===== config.mk =====
export PLATFORM = sky130hd
export DESIGN_NAME = borrow_skip_sub_seq
export DESIGN_NICKNAME = d
export VERILOG_FILES = /design/src/rtl/sub_pkg.sv /design/src/rtl/borrow_skip_block.sv /design/src/rtl/borrow_skip_sub_seq.sv
export SDC_FILE = /design/constraint.sdc
export NUM_CORES = 1
export LEC_CHECK = 0
export CORE_MARGIN = 3
export CORE_UTILIZATION = 40
export CTS_BUF_LIST = sky130_fd_sc_hd__clkbuf_4 sky130_fd_sc_hd__clkbuf_8
export CTS_CLUSTER_DIAMETER = 60
export DETAILED_ROUTE_END_ITERATION = 16
export PLACE_DENSITY = 0.72
export SLEW_MARGIN = 20
export SYNTH_ARGS = -nofsm -noshare
export SYNTH_HDL_FRONTEND = slang
export SYNTH_SLANG_ARGS = --single-unit
export TNS_END_PERCENT = 30

===== constraint.sdc =====
create_clock -name clk -period 4.6 [get_ports clk]
set_input_delay 0.69 -clock clk [delete_from_list [all_inputs] [get_ports clk]]
set_output_delay 0.69 -clock clk [all_outputs]
set_load 0.02 [all_outputs]

===== src/rtl/sub_pkg.sv =====
// sub_pkg: shared defaults, state encoding and index-width helper for the borrow-skip subtractor
package sub_pkg;
  localparam int DEFAULT_WIDTH = 16;
  localparam int DEFAULT_BLOCK = 4;
  typedef enum logic [1:0] {IDLE = 2'd0, RUN = 2'd1, DONE = 2'd2} state_t;
  function automatic int clog2(input int n);
    int r;
    r = 1;
    while ((1 << r) < n) r++;
    return r;
  endfunction
endpackage


===== src/rtl/borrow_skip_block.sv =====
// borrow_skip_block: one combinational subtract slice with ripple borrow and propagate-skip mux
module borrow_skip_block #(
  parameter int BLOCK = 4
) (
  input  logic [BLOCK-1:0] a,
  input  logic [BLOCK-1:0] b,
  input  logic             bin,
  output logic [BLOCK-1:0] d,
  output logic             bout,
  output logic             prop
);
  logic [BLOCK:0]   bw;
  logic [BLOCK-1:0] p;
  always_comb begin
    bw[0] = bin;
    for (int i = 0; i < BLOCK; i++) begin
      p[i]     = ~(a[i] ^ b[i]);
      d[i]     = a[i] ^ b[i] ^ bw[i];
      bw[i+1]  = (~a[i] & b[i]) | (p[i] & bw[i]);
    end
    prop = &p;
    bout = prop ? bin : bw[BLOCK];
  end
endmodule


===== src/rtl/borrow_skip_sub_seq.sv =====
// borrow_skip_sub_seq: multi-cycle a - b - bin, one borrow-skip slice per cycle with valid/ready handshakes
module borrow_skip_sub_seq
  import sub_pkg::*;
#(
  parameter int WIDTH = DEFAULT_WIDTH,
  parameter int BLOCK = DEFAULT_BLOCK
) (
  input  logic                     clk,
  input  logic                     rst_n,
  input  logic                     in_valid,
  output logic                     in_ready,
  input  logic [WIDTH-1:0]         a,
  input  logic [WIDTH-1:0]         b,
  input  logic                     bin,
  output logic                     out_valid,
  input  logic                     out_ready,
  output logic [WIDTH-1:0]         diff,
  output logic                     bout,
  output logic                     zero,
  output logic [WIDTH/BLOCK-1:0]   skip_mask
);
  localparam int NBLK = WIDTH / BLOCK;
  localparam int KW   = clog2(NBLK);
  state_t           state, state_nxt;
  logic [WIDTH-1:0] ra, rb, diff_nxt;
  logic             bw;
  logic [KW-1:0]    k;
  logic [BLOCK-1:0] sd;
  logic             sbout, sprop, last;
  borrow_skip_block #(.BLOCK(BLOCK)) u_blk (
    .a    (ra[k*BLOCK +: BLOCK]),
    .b    (rb[k*BLOCK +: BLOCK]),
    .bin  (bw),
    .d    (sd),
    .bout (sbout),
    .prop (sprop)
  );
  assign last      = k == KW'(NBLK - 1);
  assign in_ready  = state == IDLE;
  assign out_valid = state == DONE;
  always_comb begin
    diff_nxt = diff;
    diff_nxt[k*BLOCK +: BLOCK] = sd;
    state_nxt = state == IDLE ? (in_valid ? RUN : IDLE) :
                state == RUN  ? (last ? DONE : RUN) :
                state == DONE ? (out_ready ? IDLE : DONE) : IDLE;
  end
  always_ff @(posedge clk or negedge rst_n)
    if (!rst_n) state <= IDLE;
    else state <= state_nxt;
  // zero is taken from diff_nxt so it sees the final slice written this cycle
  always_ff @(posedge clk or negedge rst_n) begin
    if (!rst_n) begin
      ra <= '0;
      rb <= '0;
      bw <= 1'b0;
      k <= '0;
      diff <= '0;
      skip_mask <= '0;
      bout <= 1'b0;
      zero <= 1'b0;
    end else if (state == IDLE && in_valid) begin
      ra <= a;
      rb <= b;
      bw <= bin;
      k <= '0;
      diff <= '0;
      skip_mask <= '0;
    end else if (state == RUN) begin
      diff <= diff_nxt;
      skip_mask[k] <= sprop;
      bw <= sbout;
      k <= k + 1'b1;
      if (last) begin
        bout <= sbout;
        zero <= diff_nxt == '0;
      end
    end
  end
endmodule


==> summary.md, run 1 <==
| Metric | Value |
|---|---|
| Post-Synth Simple-Gate Area | `0.2241` |
| Post-CTS Hold Buffers | `0` |
| WP buf/inv | `2` |
| Max clock buf depth | `2` |
| Fillers | `619` |
| Max Slew Vio Count | `0` |
| Worst slew margin | `0.2792` |
| Total iterations of the first detailed-routing run | `4` |
| ANT cells | `0` |
| Maximum VDD drop | `0.2725 mV` |
| Crit. path cell count | `10` |
| Fin crit period | `3.524 ns` |
| Post-DP HPWL | `4802 um` |
| Synth Warn # | `0` |
| Area used by multi-input combinational logic | `between 1000 and 1500 um^2` |
| CTS tree | `built` |
| Critical Path Fanout Max | `18` |
| Clk_lat worst skew | `0.34 ns` |
| Gate Count Post-Synth | `a little under 300` |
| Final Hold Viols | `0` |
| FF-to-FF Start | `k[0]` |
| FF-to-FF setup slack | `1.08 ns` |
| Die area | `8405 um^2` |
| # nets final | `411` |
| RR Endpoint | `zero` |
| Post-CTS Setup Inserts | `0` |
| CP delay by family, top | `adder cells` |
| Max-Cap Viols | `0` |
| CTS resizes | `0` |
| Multiplexer share of the synthesized area | `0.07158` |
| Post-DRT Antenna Nets | `0` |
| Worst Path Required | `4.83 ns` |
| Vias per std cell | `~5` |
| RSZ-0062 raised after global routing | `false` |
| Worst EP arrival | `3.76 ns` |
| Final worst-path cycle share | `0.7661` |
| DRT iter0 DRCs | `between 90 and 100` |
| Vias | `2289` |
| Crit path launch type | `flop` |
| Clock slew at reported path FFs | `0.07 ns` |
| Cell Rows | `30` |
| #FFs+latches synth | `59` |
| Worst reg-to-reg path cell count | `10` |
| Drc violations | `0` |
| Post-synthesis cell area | `2937 um^2` |
| Max Fclk | `283.8 MHz` |
| Initial antenna violation count | `0` |
| Main combinational cell family by area after synthesis | `simple AND/OR/NAND/NOR gates` |
| Tightest Pin Transition | `1.079 ns` |
| Fraction of layout cells with a size suffix above 1 | `0.09642` |
| CP max-delay cell | `mux4_2` |
| Syn_area_per_cell | `9.921 um^2` |
| H-tree depth | `3` |
| Post-synthesis sequential area ratio | `0.5028` |
| WL final | `between 6000 and 7000 um` |
| Vias in the first global route | `~2300` |
| Leak | `1.798 nW` |
| Crit path capture type | `flop` |
| Total core area | `6944 um^2` |
| Cell chain of the critical path | `buf_4 > mux4_2 > fa_1 > fa_1 > inv_1 > fa_1 > and4bb_2 > nor3_1 > nor3_1 > a32o_1` |
| Sink Count | `59` |
| HP Class | `in2async` |
| Num CTS Buffers | `9` |
| Storage element area | `1476 um^2` |
| Post-Synth XOR/XNOR Area | `0` |
| Post-synthesis adder-cell area fraction | `0.07840` |
| Grt ovf | `0` |
| Max incr delay on CP | `0.59 ns` |
| Largest net degree at the start of global routing | `40` |
| Ports | `61` |
| Mapped Nets | `349` |
| First-pass GRT wire length | `roughly 11000 um` |
| Total power | `3.163 mW` |
| Root Buffer | `clkbuf_8` |
| Drt wl/cell | `between 10 and 15 um` |
| Die Ht | `91.68 um` |
| Synth unique cells | `34` |
| Layout area overhead | `30.59%` |
| Die width | `91.68 um` |
| Port Buf Inserts | `60` |
| GP Congestion | `0.8484` |
| Status | `finished clean` |
| Crit Path Category | `reg2reg` |
| # setup viols final | `0` |
| Most used cell, CP | `fa_1` |
| TNS Setup | `0 ns` |
| Starting Density | `0.4229` |
| Worst Skew | `0.009185 ns` |
| Power Dens Cells | `824.8 nW/um^2` |
| Global Route Usage Sum | `0.1664` |
| Compound-Gate Fraction of Synth Area | `0.07499` |
per-stage QoR:
stage | util | cell area (um^2) | std cells | hold slack [ns] | worst slack [ns]
6_report | 0.5523 | 3835 | 459 | 0.2949 | 1.076
3_3_place_gp | 0.5169 | 3590 | 443 | 0.4539 | 1.195
3_5_place_dp | 0.5169 | 3590 | 443 | 0.4636 | 1.090
5_1_grt | 0.5523 | 3835 | 459 | 0.3265 | 0.8672
4_1_cts | 0.5523 | 3835 | 459 | 0.3017 | 1.084
2_1_floorplan | - | 2937 | 296 | 0.3944 | 1.058
kinds of logic (layout without fill, tap and decap cells):
family          Yosys count  in the layout
compound gates           35             35
buf+inv                  26             93
mux                      11             11
simple gates            149            149
flops                    59             59
fa+ha+maj                16             16
power by group:
| part | switching, mW | internal, mW |
|---|---|---|
| combinational | 0.948 | 0.719 |
| sequential | 0.163 | 0.753 |
| clock | 0.201 | 0.379 |
| total | 1.31 | 1.85 |
Yosys cell counts, drive strengths merged:
library cell / count / area share
dfrtp: 59 / 0.50
a32o: 1 / 0.0034
nand2b: 2 / 0.0043
mux2i: 3 / 0.010
o21ai: 14 / 0.024
and2b: 1 / 0.0034
nand3b: 3 / 0.0077
nor4: 2 / 0.0043
nand3: 6 / 0.010
and3: 1 / 0.0021
nor2: 4 / 0.0051
o31ai: 1 / 0.0026
o22ai: 3 / 0.0064
and3b: 1 / 0.0030
fa: 4 / 0.027
and4bb: 1 / 0.0043
nor3: 7 / 0.016
and4: 1 / 0.0030
inv: 13 / 0.017
buf: 11 / 0.029
nand2: 117 / 0.15
a21oi: 8 / 0.015
or3: 2 / 0.0043
mux4: 8 / 0.061
nor3b: 1 / 0.0064
ha: 12 / 0.051
a22o: 8 / 0.024
clkbuf: 2 / 0.0026
cell usage in the layout (no fill, tap or decap), drive strengths merged, types with 3 or more instances in the layout:
cell           count
bufinv             3
clkbuf            11
nand3b             3
o21ai             14
fa                 4
o22ai              3
buf                5
clkdlybuf4s50     59
a22o               8
inv               13
ha                12
nand3              6
mux4               8
nand2            117
dfrtp             59
nor2               4
nor3               7
a21oi              8
mux2i              3
registers in the layout, indices dropped and copies added, names as in the netlist:
name,cells
skip_mask,4
diff,16
k,2
state,2
bout,1
zero,1
rb,16
bw,1
ra,16
worst reg2reg max path, cell delays in order, from the launching register on:
cell,delay [ns]
dfrtp_1,0.37
buf_4,0.28
mux4_2,0.59
fa_1,0.47
fa_1,0.37
inv_1,0.07
fa_1,0.49
and4bb_2,0.28
nor3_1,0.17
nor3_1,0.08
a32o_1,0.26
cell type report:
type / instances / area share
Inverter: 13 / 0.01272
Clock buffer: 11 / 0.03785
Multi-Input combinational cell: 211 / 0.3439
Tap cell: 96 / 0.03132
Sequential cell: 59 / 0.3850
Timing Repair Buffer: 64 / 0.1631
Clock inverter: 5 / 0.02610
how the worst max path moves through the flow:
stage	slack (ns)	to	startpoint
5_1_grt	0.87	zero	k[0]
4_1_cts	1.08	zero	k[0]
3_3_place_gp	1.19	zero	k[0]
3_5_place_dp	1.09	zero	k[0]
2_1_floorplan	1.06	zero	k[0]
6_report	1.08	zero	k[0]
metal layers:
metal / part of all wire / wire [um] / vias to the layer above / GRT usage
met4: 0.016 / 106 / 0 / 0.07161
met3: 0.054 / 350 / 11 / 0.04020
met2: 0.47 / 3030 / 70 / 0.2575
li1: - / - / 1110 / -
met5: 0 / 0 / - / 0
met1: 0.46 / 3028 / 1098 / 0.2232
(Power assumes the default switching activity.)
==> run 2: changes to the inputs <==
Clock period 4.6 ns to 3.25 ns, I/O delays scaled along.
==> run 2 against run 1 <==
Effect of this change: non-clock buffer count grew 12; setup slack lost 1.0 ns; sequential cell count is the same; first-iteration DRC count grew 12%; power grew 47%; critical path depth grew 2; critical endpoint unchanged; largest power group unchanged; highest routed layer unchanged.
==> summary.md, run 2 (synthesis gave the netlist of run 1 again) <==
| Metric | Value |
|---|---|
| Status | `finished clean` |
| Design area | `between 3000 and 4000 um^2` |
| Post-DP HPWL | `4727 um` |
| Max incr delay on CP | `approximately 0.52 ns` |
| Total core area | `6944 um^2` |
| CTS tree | `built` |
| Max clock buf depth | `2` |
| Critical Path Fanout Max | `3` |
| Drc violations | `0` |
| Largest net degree at the start of global routing | `44` |
| Worst Skew | `around 0.01 ns` |
| Clk_lat worst skew | `0.35 ns` |
| Num CTS Buffers | `9` |
| Max Slew Vio Count | `0` |
| Crit path launch type | `flop` |
| DRT iter0 DRCs | `110` |
| Total iterations of the first detailed-routing run | `4` |
| Min setup slack post-route | `~0.046 ns` |
| Cell Rows | `30` |
| Power Dens Cells | `1187 nW/um^2` |
| TNS Setup | `0 ns` |
| Tightest Pin Transition | `0.4493 ns` |
| Die area | `8405 um^2` |
| Worst EP arrival | `3.44 ns` |
| Max-Cap Viols | `0` |
| Fraction of layout cells with a size suffix above 1 | `0.1440` |
| Ports | `61` |
| Sw frac | `0.4211` |
| Commonest cells after routing, fill and taps aside | `nand2_1, dfrtp_1, clkdlybuf4s50_1` |
| First-pass GRT wire length | `11110 um` |
| Max Fclk | `312.1 MHz` |
| # setup viols final | `0` |
| Largest regs | `diff: 16 flops, ra: 16 flops, rb: 16 flops` |
| WL final | `~6400 um` |
| Commonest non-fill, non-tap cell in the layout | `nand2_1` |
| # nets final | `about 420` |
| RSZ-0062 raised after global routing | `true` |
| Worst slew margin | `0.7005` |
| Clock slew at reported path FFs | `0.07 ns` |
| Vias | `roughly 2300` |
| Layout area overhead | `33.02%` |
| Final Hold Viols | `0` |
| Port Buf Inserts | `60` |
| ANT cells | `0` |
| Vias in the first global route | `2364` |
| Die Ht | `91.68 um` |
| Int Power | `about 2.7 mW` |
| Starting Density | `0.4229` |
| GP Congestion | `slightly below 0.9` |
| CP delay by family, top | `adder cells` |
| Leak | `1.833 nW` |
| CP max-delay cell | `mux4_2` |
| Clock network power share | `0.145` |
| Grt ovf | `0` |
| Placed Cells incl. Taps | `around 450` |
| Psw | `1.953 mW` |
| Sink Count | `59` |
| Final worst-path cycle share | `0.9858` |
| Non-filler cells, final | `about 470` |
| H-tree depth | `3` |
| Post-Route Utilization | `0.5625` |
| Initial antenna violation count | `0` |
| WP buf/inv | `3` |
| Worst Path Required | `3.48 ns` |
| Power share of the combinational group | `0.574` |
| Root Buffer | `clkbuf_8` |
| Maximum VDD drop | `roughly 0.63 mV` |
| Pre-CTS setup slack | `-0.006745 ns` |
| Fin crit period | `3.204 ns` |
| Cell chain of the critical path | `mux4_2 > inv_2 > fa_2 > inv_2 > fa_2 > fa_2 > inv_2 > fa_1 > and4bb_2 > nor2_1 > nand2_1 > a32o_1` |
| Seq pwr share | `0.282` |
| Crit path capture type | `flop` |
| HP Class | `in2async` |
| Vias per std cell | `4.936` |
| Drt wl/cell | `13.65 um` |
| Global Route Usage Sum | `0.1665` |
| Die width | `approximately 92 um` |
| Crit Path Category | `reg2reg` |
| Placed Instance Area | `3660 um^2` |
| Post-DRT Antenna Nets | `0` |
[run 2: cell count changes in the layout (fill, tap and decap cells not counted), moves of 2 or more]
cell       delta
buf_4        +10
fa_1          -3
fa_2          +3
inv_1         -3
inv_2         +3
bufinv_16     -2
[run 2: final timing paths]
path | start | to | slack [ns] | cells after the start
worst min-delay path | rst_n | diff[14] | 0.08 | 1
min in group clk | ra[8] | ra[8] | 0.48 | 2
worst max-delay path | k[0] | zero | 0.05 | 12
worst min register to register | ra[8] | ra[8] | 0.48 | 2
worst max register to register | k[0] | zero | 0.05 | 12
max in group asynchronous | rst_n | ra[2] | 2.61 | 2
[run 2: what timing repair did]
action                     CTS  global route
buffers inserted             2             4
pin swaps                    0             6
cloned                       0             0
hold buffers                 0             0
setup endpoints to repair    1             1
resized for setup            1             0
hold endpoints to repair     0             0
[run 2: final cells by class]
cell class / instances / area (um^2)
Clock inverter: 5 / 52.55
Multi-Input combinational cell: 211 / 1331
Timing Repair Buffer: 76 / 732.0
Fill cell: 627 / 3038
Tap cell: 96 / 120.1
Clock buffer: 11 / 145.1
Inverter: 13 / 48.80
Sequential cell: 59 / 1476
[run 2: layer usage]
metal / part of all wire / vias up / global-route usage
met2: 0.46 / 70 / 0.2635
met5: 0 / - / 0
met3: 0.047 / 14 / 0.03445
met1: 0.47 / 1106 / 0.2190
met4: 0.021 / 0 / 0.07915
li1: - / 1135 / -
[run 2: per-stage QoR]
| step | total power, mW | hold slack [ns] |
|---|---|---|
| after detailed placement | 3.857 | 0.4640 |
| after CTS | 4.553 | 0.09116 |
| final | 4.637 | 0.07820 |
| after global routing | 4.979 | 0.1152 |
| after floorplan | 2.993 | 0.1919 |
| after global placement | 3.782 | 0.4523 |
[run 2: power by group through the flow]
stage,registers [mW],logic (mW),clock network [mW]
6_report,1.31,2.66,0.670
5_1_grt,1.36,2.91,0.714
4_1_cts,1.31,2.56,0.680
3_5_place_dp,1.32,2.54,0
3_3_place_gp,1.30,2.48,0
2_1_floorplan,1.38,1.62,0
==> run 3: changes to the inputs <==
Settings changed: RECOVER_POWER set to 50.
==> run 3 against run 2 <==
Effect of this change: the flow now finishes with violations (capacitance limit, slew limit); worst hold slack better by 0.20 ns; register-to-register slack is essentially flat; wire length stayed put; power decreased by 0.48%; final cell count unchanged; clock power barely moved; first-iteration DRC count is 18% lower; global-route usage unchanged; clock-buffer cell count unchanged; sequential cell count unchanged; largest power group unchanged.
==> summary.md, run 3 (synthesis gave the netlist of run 1 again) <==
| Metric | Value |
|---|---|
| Status | `finished with violations` |
| Failing checks | `capacitance limit, slew limit` |
| Die area | `8405 um^2` |
| Port Buf Inserts | `60` |
| Design area | `3891 um^2` |
| Fraction of layout cells with a size suffix above 1 | `0.1333` |
| Pre-CTS setup slack | `-0.006745 ns` |
| Max Fclk | `312.2 MHz` |
| Worst Path Required | `3.49 ns` |
| Maximum VDD drop | `0.6197 mV` |
| Total iterations of the first detailed-routing run | `4` |
| Total core area | `6944 um^2` |
| Commonest non-fill, non-tap cell in the layout | `nand2_1` |
| FF-to-FF Start | `k[0]` |
| # setup viols final | `0` |
| Worst slew margin | `-0.1380` |
| Non-filler cells, final | `between 400 and 500` |
| Global Route Usage Sum | `0.1665` |
| Max Slew Vio Count | `41` |
| GP Congestion | `0.8676` |
| First-pass GRT wire length | `11110 um` |
| Max clock buf depth | `2` |
| DRT iter0 DRCs | `90` |
| Cell Rows | `30` |
| CTS tree | `built` |
| Die Ht | `91.68 um` |
| H-tree depth | `3` |
| Leak | `1.830 nW` |
| Root Buffer | `clkbuf_8` |
| Min setup slack post-route | `0.04684 ns` |
| Vias | `2319` |
| # nets final | `423` |
| Starting Density | `0.4229` |
| Final Hold Viols | `0` |
| Power Dens Cells | `1186 nW/um^2` |
| HP Class | `in2async` |
| Placed Cells incl. Taps | `449` |
| Max-Cap Viols | `1` |
| Fin crit period | `roughly 3.2 ns` |
| Clock slew at reported path FFs | `approximately 0.07 ns` |
| Tightest Pin Transition | `1.707 ns` |
| Vias in the first global route | `2364` |
| Placed Instance Area | `3660 um^2` |
| Crit Path Category | `reg2reg` |
| Post-DRT Antenna Nets | `0` |
| Final worst-path cycle share | `0.9856` |
| Worst Skew | `between 0.009 and 0.01 ns` |
| Grt ovf | `0` |
| Crit path capture type | `flop` |
| Die width | `91.68 um` |
| Post-CTS Hold Buffers | `0` |
| Ports | `61` |
| Worst Setup SP | `k[0]` |
| Clk_lat worst skew | `0.35 ns` |
| Initial antenna violation count | `0` |
| Commonest cells after routing, fill and taps aside | `nand2_1, dfrtp_1, clkdlybuf4s50_1` |
| Vias per std cell | `4.924` |
| RSZ-0062 raised after global routing | `true` |
| Layout area overhead | `32.51%` |
| Critical Path Fanout Max | `3` |
| Largest net degree at the start of global routing | `44` |
| Largest regs | `diff: 16 flops, ra: 16 flops, rb: 16 flops` |
| Post-DP HPWL | `between 4000 and 5000 um` |
| ANT cells | `0` |
| WL final | `6430 um` |
| Crit path launch type | `flop` |
| Worst EP arrival | `3.44 ns` |
| Drt wl/cell | `about 14 um` |
| Num CTS Buffers | `9` |
| Sink Count | `59` |
| Drc violations | `0` |
==> run 3: layer usage <==
metal	track usage	part of all wire	vias to the layer above
met1	0.2190	0.47	1099
li1	-	-	1133
met3	0.03445	0.048	12
met5	0	0	-
met4	0.07915	0.019	0
met2	0.2635	0.47	75
==> run 3: worst paths after layout <==
kind | end | slack (ns) | depth (start not counted)
worst max-delay path | zero | 0.05 | 12
worst min-delay path | diff[14] | 0.28 | 1
worst max register to register | zero | 0.05 | 12
worst min register to register | ra[8] | 0.48 | 2
max in group asynchronous | ra[2] | 0.73 | 2
min in group clk | ra[8] | 0.48 | 2
==> run 3: layout make-up <==
type	instances	area (um^2)
Clock buffer	11	145.1
Fill cell	630	3053
Timing Repair Buffer	76	719.4
Inverter	13	48.80
Clock inverter	5	52.55
Multi-Input combinational cell	211	1329
Sequential cell	59	1476
Tap cell	96	120.1
==> run 3: worst max-delay path, cell delays in order (launching register included) <==
cell and delay, ns:
dfrtp_1 0.40, mux4_2 0.52, inv_2 0.09, fa_2 0.19, inv_2 0.03, fa_2 0.34
fa_2 0.34, inv_2 0.06, fa_1 0.42, and4bb_2 0.27, nor2_1 0.11, nand2_1 0.08
a32o_1 0.25
==> run 3: per-stage QoR <==
step / util / setup TNS (ns) / total power [mW] / hold WS [ns]
3_5_place_dp: 0.5270 / -0.006745 / 3.857 / 0.4640
2_1_floorplan: - / -0.1994 / 2.993 / 0.1919
6_report: 0.5604 / 0 / 4.615 / 0.2761
4_1_cts: 0.5582 / 0 / 4.553 / 0.09116
5_1_grt: 0.5604 / -0.06610 / 4.971 / 0.3740
3_3_place_gp: 0.5270 / 0 / 3.782 / 0.4523
==> run 3: where the power goes <==
group          leakage [nW]  total [mW]  internal, mW  switching (mW)
logic                 0.967        2.64          1.23            1.41
registers             0.760        1.30          1.07           0.238
clock network         0.103       0.671         0.379           0.292
total                  1.83        4.62          2.68            1.94
==> run 3: timing repair <==
item | in CTS | in global routing
setup buffers | 2 | 4
gates cloned | 0 | 0
gates resized for setup | 1 | 0
pin swaps | 0 | 6
setup endpoints to repair | 1 | 1
